### config.mk
export PLATFORM = sky130hd
export DESIGN_NAME = fpga1_sender_flat
export DESIGN_NICKNAME = d
export VERILOG_FILES = /design/src/rtl/fpga_link_pkg.sv /design/src/rtl/fpga1_sender_if.sv /design/src/rtl/link_sync2.sv /design/src/rtl/fpga1_sender.sv /design/src/flat_wrapper.sv
export SDC_FILE = /design/constraint.sdc
export NUM_CORES = 1
export LEC_CHECK = 0
export CORE_MARGIN = 8
export CORE_UTILIZATION = 41
export DETAILED_ROUTE_END_ITERATION = 8
export PLACE_DENSITY_LB_ADDON = 0.15
export SYNTH_ARGS = -nofsm -noshare
export SYNTH_HDL_FRONTEND = slang
export SYNTH_SLANG_ARGS = --single-unit
### constraint.sdc
create_clock -name clk -period 1.79 [get_ports clk]
set_input_delay 0.2685 -clock clk [delete_from_list [all_inputs] [get_ports clk]]
set_output_delay 0.2685 -clock clk [all_outputs]
set_load 0.05 [all_outputs]
### src/rtl/fpga_link_pkg.sv
// Shared definitions for the FPGA1 -> FPGA2 word link: data width, default
// burst timing and the sender FSM state encoding.
package fpga_link_pkg;

  localparam int DATA_W          = 32;
  localparam int CNT_W           = 9;
  localparam int BURST_LEN_DEF   = 16;
  localparam int HOLD_CYCLES_DEF = 4;
  localparam int TIMEOUT_DEF     = 1024;

  typedef enum logic [2:0] {
    IDLE,
    REQ,
    SEND,
    DONE,
    RELEASE
  } link_state_e;

endpackage

### src/rtl/fpga1_sender_if.sv
// Source stream plus inter-FPGA link signals of the sender.
// The master view is the sender itself; the slave view is its environment.
interface fpga1_sender_if;
  import fpga_link_pkg::*;

  logic [DATA_W-1:0] s_data;
  logic              s_valid;
  logic              s_ready;
  logic [DATA_W-1:0] data_out;
  logic              req_out;
  logic              send_done;
  logic              rdy_in;
  logic              ack_in;

  modport master (
    input  s_data, s_valid, rdy_in, ack_in,
    output s_ready, data_out, req_out, send_done
  );

  modport slave (
    output s_data, s_valid, rdy_in, ack_in,
    input  s_ready, data_out, req_out, send_done
  );

endinterface

### src/rtl/link_sync2.sv
// Two-flop synchronizer for one asynchronous control bit from the receiver.
module link_sync2 (
  input  logic clk,
  input  logic rst,
  input  logic d,
  output logic q
);

  logic meta;

  // NOTE: clocked state uses non-blocking assignments so both flops sample
  // the pre-edge values and the chain really is two stages deep.
  always_ff @(posedge clk) begin
    if (rst) begin
      meta <= 1'b0;
      q    <= 1'b0;
    end else begin
      meta <= d;
      q    <= meta;
    end
  end

endmodule

### src/rtl/fpga1_sender.sv
// Burst sender: requests the link, holds each source word on data_out for
// HOLD_CYCLES clocks, then completes a done/ack handshake with the receiver.
module fpga1_sender
  import fpga_link_pkg::*;
#(
  parameter int BURST_LEN   = BURST_LEN_DEF,
  parameter int HOLD_CYCLES = HOLD_CYCLES_DEF,
  parameter int TIMEOUT     = TIMEOUT_DEF
) (
  input  logic               clk,
  input  logic               rst,
  fpga1_sender_if.master     link,
  output logic               busy,
  output logic               timeout_err,
  output logic [CNT_W-1:0]   burst_cnt
);

  localparam int TMO_W  = $clog2(TIMEOUT + 1);
  localparam int HOLD_W = $clog2(HOLD_CYCLES);

  localparam logic [TMO_W-1:0]  TMO_LAST  = TMO_W'(TIMEOUT - 1);
  localparam logic [HOLD_W-1:0] SLOT_LAST = HOLD_W'(HOLD_CYCLES - 1);
  localparam logic [CNT_W-1:0]  BURST_MAX = CNT_W'(BURST_LEN);

  link_state_e        state, state_nxt;
  logic [TMO_W-1:0]   tmo_cnt;
  logic [HOLD_W-1:0]  slot_cnt;
  logic [DATA_W-1:0]  data_q;
  logic [CNT_W-1:0]   cnt_q;
  logic               err_q;
  logic               rdy_s, ack_s;
  logic               xfer, tmo_expire, slot_first, slot_last;

  link_sync2 u_rdy_sync (.clk(clk), .rst(rst), .d(link.rdy_in), .q(rdy_s));
  link_sync2 u_ack_sync (.clk(clk), .rst(rst), .d(link.ack_in), .q(ack_s));

  assign slot_first = (slot_cnt == '0);
  assign slot_last  = (slot_cnt == SLOT_LAST);

  // NOTE: every signal written here gets a default first, so no path through
  // the case statement can leave one unassigned and infer a latch.
  always_comb begin
    state_nxt  = state;
    xfer       = 1'b0;
    tmo_expire = 1'b0;
    case (state)
      IDLE: if (link.s_valid) state_nxt = REQ;
      REQ: begin
        if (rdy_s)                    state_nxt  = SEND;
        else if (tmo_cnt == TMO_LAST) tmo_expire = 1'b1;
      end
      SEND: begin
        // rdy_s is deliberately ignored here: once started, a burst runs out.
        if (slot_first) begin
          if (link.s_valid) xfer      = 1'b1;
          else              state_nxt = DONE;
        end else if (slot_last && (cnt_q == BURST_MAX || !link.s_valid)) begin
          state_nxt = DONE;
        end
      end
      DONE: begin
        if (ack_s)                    state_nxt  = RELEASE;
        else if (tmo_cnt == TMO_LAST) tmo_expire = 1'b1;
      end
      RELEASE: begin
        if (!ack_s)                   state_nxt  = IDLE;
        else if (tmo_cnt == TMO_LAST) tmo_expire = 1'b1;
      end
      default: state_nxt = IDLE;
    endcase
    if (tmo_expire) state_nxt = IDLE;
  end

  always_ff @(posedge clk) begin
    if (rst) begin
      state    <= IDLE;
      tmo_cnt  <= '0;
      slot_cnt <= '0;
      data_q   <= '0;
      cnt_q    <= '0;
      err_q    <= 1'b0;
    end else begin
      state <= state_nxt;
      err_q <= tmo_expire;

      if (state_nxt != state)
        tmo_cnt <= '0;
      else if (state == REQ || state == DONE || state == RELEASE)
        tmo_cnt <= tmo_cnt + 1'b1;

      if (state != SEND || state_nxt != SEND || slot_last)
        slot_cnt <= '0;
      else
        slot_cnt <= slot_cnt + 1'b1;

      if (state == IDLE && state_nxt == REQ)
        cnt_q <= '0;
      else if (xfer)
        cnt_q <= cnt_q + 1'b1;

      if (xfer) data_q <= link.s_data;
    end
  end

  assign link.data_out  = data_q;
  assign link.req_out   = (state == REQ) || (state == SEND) || (state == DONE);
  assign link.send_done = (state == DONE);
  assign link.s_ready   = xfer;
  assign busy           = (state != IDLE);
  assign timeout_err    = err_q;
  assign burst_cnt      = cnt_q;

endmodule

### src/flat_wrapper.sv
// flat-port wrapper written by rule: the top's interface ports become plain ports
module fpga1_sender_flat import fpga_link_pkg::*;
#(
  parameter int BURST_LEN   = BURST_LEN_DEF,
  parameter int HOLD_CYCLES = HOLD_CYCLES_DEF,
  parameter int TIMEOUT     = TIMEOUT_DEF
)
  (clk, rst, busy, timeout_err, burst_cnt, link_s_data, link_s_valid, link_rdy_in, link_ack_in, link_s_ready, link_data_out, link_req_out, link_send_done);
  fpga1_sender_if link_i ();
  input  logic clk;
  input  logic rst;
  output logic busy;
  output logic timeout_err;
  output logic [CNT_W-1:0] burst_cnt;
  input wire logic [$bits(link_i.s_data)-1:0] link_s_data;
  input wire logic [$bits(link_i.s_valid)-1:0] link_s_valid;
  input wire logic [$bits(link_i.rdy_in)-1:0] link_rdy_in;
  input wire logic [$bits(link_i.ack_in)-1:0] link_ack_in;
  output wire logic [$bits(link_i.s_ready)-1:0] link_s_ready;
  output wire logic [$bits(link_i.data_out)-1:0] link_data_out;
  output wire logic [$bits(link_i.req_out)-1:0] link_req_out;
  output wire logic [$bits(link_i.send_done)-1:0] link_send_done;
  assign link_i.s_data = link_s_data;
  assign link_i.s_valid = link_s_valid;
  assign link_i.rdy_in = link_rdy_in;
  assign link_i.ack_in = link_ack_in;
  assign link_s_ready = link_i.s_ready;
  assign link_data_out = link_i.data_out;
  assign link_req_out = link_i.req_out;
  assign link_send_done = link_i.send_done;
  fpga1_sender #(.BURST_LEN(BURST_LEN), .HOLD_CYCLES(HOLD_CYCLES), .TIMEOUT(TIMEOUT)) u_core (.clk(clk), .rst(rst), .link(link_i), .busy(busy), .timeout_err(timeout_err), .burst_cnt(burst_cnt));
endmodule
# Word level (Yosys, flattened, before mapping)

Index checks and enable logic that the tools add are counted.

$add $sub $neg: 3
Equal/unequal tests: 11
Muxes and demuxes: 17
Reduce and logical (&&, ||, !) cells: 16

Operators with widths:

| operator              | number |
|---|---|
| $mux 3                | 8 |
| $pmux 3 s5            | 1 |
| $add 11x1->11 const B | 1 |
| $eq 11x10->1 const B  | 1 |
| $add 9x1->9 const B   | 1 |
| $eq 9x5->1 const B    | 1 |
| $logic_or 1x1->1      | 7 |
| $mux 1                | 7 |
| $eq 3x1->1 const B    | 2 |
| $eq 3x2->1 const B    | 2 |
| $ne 3x2->1 const B    | 2 |
| $reduce_or 2->1       | 3 |
| $eq 3x3->1 const B    | 1 |
| $logic_not 3->1       | 1 |
| $ne 3x3->1            | 1 |
| $pmux 1 s3            | 1 |
| $reduce_bool 3->1     | 1 |
| $add 2x1->2 const B   | 1 |
| $eq 2x2->1 const B    | 1 |
| $logic_and 1x1->1     | 2 |
| $logic_not 2->1       | 1 |
| $logic_not 1->1       | 1 |

Bits in registers: 62
Output and inout port bits: 46

# Logic depth before layout (Yosys ltp)

Depth after elaboration: 11
Depth in mapped cells: 8
Gate-level depth less buffers: 7

# By module

A second synthesis with hierarchy kept.

Cells, all modules: 304
Area, all modules: 2648.8 um2

Modules (own cells, without submodules):

| module       | times used | cells each | area an instance (um2) |
|---|---|---|---|
| fpga1_sender | 1          | 296        | 2543.7 |
| link_sync2   | 2          | 4          | 52.6 |

# Worst setup path after synthesis

Ideal clock, no wire load.

Path type: register to register
Start: register u_core.cnt_q[0], in the netlist u_core.burst_cnt[0]
End: register u_core.tmo_cnt[10]
Setup time: 0.119 ns
Data arrival time: 2.133 ns
Required time: 1.671 ns
Setup slack: -0.462 ns
Stages on the path, launching flop included: 9
Clock period less this slack: 2.252 ns
Cell sequence: dfxtp_1 -> inv_1 -> ha_1 -> nor4b_1 -> a41o_1 -> a2bb2oi_1 -> mux2i_1 -> buf_4 -> nor3_2

Word-level cells in the longest chain between the ends: 9

RTL lines:

| what                      | line               | source |
|---|---|---|
| start: declaration        | fpga1_sender.sv:29 | `logic [CNT_W-1:0] cnt_q;` |
| start signal: assignment  | fpga1_sender.sv:99 | `cnt_q <= cnt_q + 1'b1;` |
| $eq 9x5->1                | fpga1_sender.sv:57 | `end else if (slot_last && (cnt_q == BURST_MAX \|\| !link.s_valid)) begin` |
| $logic_or 1x1->1          | fpga1_sender.sv:57 |  |
| $logic_and 1x1->1         | fpga1_sender.sv:57 |  |
| $mux 3                    | fpga1_sender.sv:57 |  |
| $mux 3                    | fpga1_sender.sv:54 | `if (slot_first) begin` |
| $pmux 3 s5                | fpga1_sender.sv:46 | `case (state)` |
| $mux 3                    | fpga1_sender.sv:71 | `if (tmo_expire) state_nxt = IDLE;` |
| $ne 3x3->1                | fpga1_sender.sv:86 | `if (state_nxt != state)` |
| $reduce_or 2->1 (no line) | --                 |  |
| end signal: assignment    | fpga1_sender.sv:89 | `tmo_cnt <= tmo_cnt + 1'b1;` |
| end: declaration          | fpga1_sender.sv:26 | `logic [TMO_W-1:0] tmo_cnt;` |

Every way passes these cells.
A chain may end at the register's enable or synchronous reset.

# Worst setup path in the final report

Start: register u_core.state[1]
End: register u_core.tmo_cnt[0]

Word-level cells in the longest chain between the ends: 6
Elaborated cells on any way between the ends: 19
Those cells by class: 5 x eq/ne; 10 x mux; 4 x reduce/logical

RTL lines:

| what                             | line                                   | source |
|---|---|---|
| start: declaration               | fpga1_sender.sv:25                     | `link_state_e state, state_nxt;` |
| start signal: assignment         | fpga1_sender.sv:83                     | `state <= state_nxt;` |
| $mux 3, on equally long branches | fpga1_sender.sv:57, fpga1_sender.sv:55 |  |
| $mux 3                           | fpga1_sender.sv:54                     |  |
| $pmux 3 s5                       | fpga1_sender.sv:46                     |  |
| $mux 3                           | fpga1_sender.sv:71                     |  |
| $ne 3x3->1                       | fpga1_sender.sv:86                     |  |
| $reduce_or 2->1 (no line)        | --                                     |  |

Parallel ways exist; a longest one is shown, timed or not.

==> flow_metrics.env <==
export IMPL_tightest_slew_ps=530.4
export IMPL_async_reset_ff_share_pct=0
export IMPL_synthFlopType="dfxtp_1"
export IMPL_arrival_ps=2180
export IMPL_layout_setup_ws_ps=-165.4
export IMPL_clkTransAtPathRegs_ps=70
export IMPL_clk_insertion_delay_late_ps=340
export IMPL_die_x_um=95.75
export IMPL_dr_first_iter_drc_count=87
export IMPL_globalRouteTotalUtil_pct=15.88
export IMPL_hold_viol_final=0
export IMPL_setup_tns_final_ps=-1653
export IMPL_hpwlAfterDp_um=4859
export IMPL_yosys_warnings=0
export IMPL_avgRoutedWirePerCell_um=14.21
export IMPL_firstDrtPassIters=4
export IMPL_status="finished, violations left"
export IMPL_crit_required_ps=2010
export IMPL_cp_start_kind="flop"
export IMPL_avgSynthCellArea_um2=8.577
export IMPL_row_count=29
export IMPL_seq_area_frac_synth_pct=47.60
export IMPL_routed_via_density=4.961
export IMPL_drive_gt1_share_pct=21.07
export IMPL_drc=0
export IMPL_die_y_um=95.75
export IMPL_cap_violations=0
export IMPL_gp_congestion=0.8108
export IMPL_drt_total_wl_um=6961
export IMPL_ant_nets=0
export IMPL_worstPathMaxFanout=11
export IMPL_grt_max_degree=38
export IMPL_whs_path_depth=1
export IMPL_grt_pass1_wl_um=11280
export IMPL_r2r_slack_ps=-170
export IMPL_fin_nets=452
export IMPL_synthesis_area_mm2=0.002608
export IMPL_antenna_found_initial=0
export IMPL_root_buffer="clkbuf_8"
export IMPL_grt_overflow=0
export IMPL_synth_seq_cells=62
export IMPL_crit_type="reg -> reg"
export IMPL_antennaDiodeCount=0
export IMPL_p_per_area_mw_per_mm2=707.8
export IMPL_crit_slowest_cell="or4b_4"
export IMPL_hp_class="reg -> reg"
export IMPL_final_common_cell="nand2_1"
export IMPL_synthesis_instances=304
export IMPL_first_global_vias=2415
export IMPL_vias=2431
export IMPL_p_leak_nw=1.628
export IMPL_cts_max_level=3
export IMPL_timing_rr_start="u_core.state[1]$_SDFF_PP0_"
export IMPL_setup_viol=12
export IMPL_io_buffers=82
export IMPL_cts_sinks=62
export IMPL_fin_crit_ps=1955
export IMPL_clock_path_buffers=2
export IMPL_min_to="u_core.u_ack_sync.q$_SDFF_PP0_"
export IMPL_mostFrequentLayoutCells="69 x nand2_1, 58 x dfxtp_1, 48 x buf_4"
export IMPL_synthToLayoutAreaGrowth_pct=50.19
export IMPL_syn_nets=346
export IMPL_dp_cells=472
export IMPL_min_from="u_core.u_ack_sync.meta$_SDFF_PP0_"
export IMPL_stdcell_count=490
export IMPL_rsz0062_at_grt="true"
export IMPL_skew_ps=10.08
export IMPL_ys_types=42
export IMPL_violations="negative setup slack"
export IMPL_r2r_end="u_core.tmo_cnt[0]$_SDFFE_PP0P_"
export IMPL_cp_cell_sequence="or4b_4 -> a311oi_4 -> a41oi_1 -> mux2i_1 -> buf_6 -> nor3_1"
export IMPL_synth_edf_count=0
export IMPL_dieArea_mm2=0.009168
export IMPL_slew_viol_final=0
export IMPL_endpoint_kind="flop"
export IMPL_max_stage_delay_ps=550
export IMPL_cts_buffers=9
export IMPL_rr_worst_depth=6
export IMPL_cts_tree="built"
export IMPL_min_period_over_period_pct=109.2
export IMPL_relSlewSlack_pct=64.58
export IMPL_vdd_drop_max_v=0.0004934
export IMPL_initial_core_util_pct=41.78
export IMPL_fmax_mhz=511.4
export IMPL_core_area_mm2=0.006241
export IMPL_ios=83
export IMPL_hold_buffers=0
[report_power, final]
part / switching, mW / total [mW] / leakage [nW] / internal [mW]
registers: 0.00985 / 1.40 / 0.503 / 1.39
clock network: 0.514 / 1.03 / 0.0821 / 0.521
logic: 0.166 / 0.333 / 1.04 / 0.166
[worst max-delay path by stage]
stage,start,end,slack (ps),cells after the start
2_1_floorplan,u_core.u_ack_sync.q$_SDFF_PP0_,u_core.tmo_cnt[9]$_SDFFE_PP0P_,-80,6
3_3_place_gp,u_core.state[1]$_SDFF_PP0_,u_core.tmo_cnt[0]$_SDFFE_PP0P_,-150,6
6_report,u_core.state[1]$_SDFF_PP0_,u_core.tmo_cnt[0]$_SDFFE_PP0P_,-170,6
4_1_cts,u_core.state[1]$_SDFF_PP0_,u_core.tmo_cnt[0]$_SDFFE_PP0P_,-180,6
3_5_place_dp,u_core.state[1]$_SDFF_PP0_,u_core.tmo_cnt[0]$_SDFFE_PP0P_,-170,6
5_1_grt,u_core.state[1]$_SDFF_PP0_,u_core.tmo_cnt[0]$_SDFFE_PP0P_,-230,6
[Yosys cell counts, types with 4 or more instances]
cell | count | area share [%]
a21oi_1 | 35 | 6.7
buf_2 | 5 | 0.96
clkbuf_1 | 8 | 1.2
dfxtp_1 | 62 | 48
ha_1 | 5 | 2.4
inv_1 | 9 | 1.3
nand2_1 | 69 | 9.9
nand3_1 | 4 | 0.77
nand4_1 | 9 | 2.2
nor2_1 | 20 | 2.9
nor2b_1 | 7 | 1.7
nor3_1 | 4 | 0.77
nor3_2 | 10 | 3.8
o21ai_0 | 4 | 0.77
xnor2_1 | 8 | 2.7
xor2_1 | 10 | 3.4
[cells by family after synthesis]
family	synth area share, %
AND/OR/NAND/NOR	27.16
flip-flops	47.60
AO/OA/AOI/OAI	11.61
buffers and inverters	4.414
XOR/XNOR	6.046
adder cells (fa/ha/maj)	2.399
multiplexers	0.7678
[worst max-delay path: cells and delay by family (launching register included)]
family,cells,cell delay [ps]
flops,1,340
simple gates,2,620
buf+inv,1,200
mux,1,180
compound gates,2,510
[what timing repair did]
action / CTS / global route
pin swaps: 0 / 1
gates resized for setup: 3 / 12
hold endpoints to repair: 0 / 0
setup endpoints to repair: 12 / 27
buffers inserted: 1 / 2
cloned: 1 / 0
[per-stage QoR]
stage	setup WS, ps	util [%]	power, mW	hold WS, ps	area [um^2]
after floorplan	-84.74	-	1.595	396.7	2630
after global placement	-152.6	58.52	1.753	422.0	3652
after detailed placement	-167.8	58.52	1.756	423.7	3652
after CTS	-183.6	61.85	2.784	436.5	3860
after global routing	-227.6	62.75	2.874	468.7	3916
final	-165.4	62.75	2.772	439.0	3916
[registers in the layout, summed over array words and instances (netlist names)]
| name | count |
|---|---|
| u_core.slot_cnt | 2 |
| u_core.state | 3 |
| u_core.u_ack_sync.q | 1 |
| u_core.u_ack_sync.meta | 1 |
| u_core.link.data_out | 32 |
| u_core.u_rdy_sync.meta | 1 |
| u_core.tmo_cnt | 11 |
| u_core.timeout_err | 1 |
| u_core.burst_cnt | 9 |
| u_core.u_rdy_sync.q | 1 |
[cell type report]
cell class / count / area [um^2]
clock buffers: 12 / 145.1
clock inverters: 2 / 10.01
fillers: 542 / 2325
inverters: 10 / 37.54
multi-input cells: 216 / 1289
flip-flops and latches: 62 / 1251
well taps: 77 / 96.34
repair buffers: 111 / 1087
[routing by layer]
layer	global-route usage, %	vias to the layer above	part of all wire, %
li1	-	1234	-
met1	18.45	1122	44
met2	24.06	66	44
met3	8.112	9	9.6
met4	6.914	0	1.7
met5	0	-	0
No activity file was read; power rests on OpenSTA's default activity.
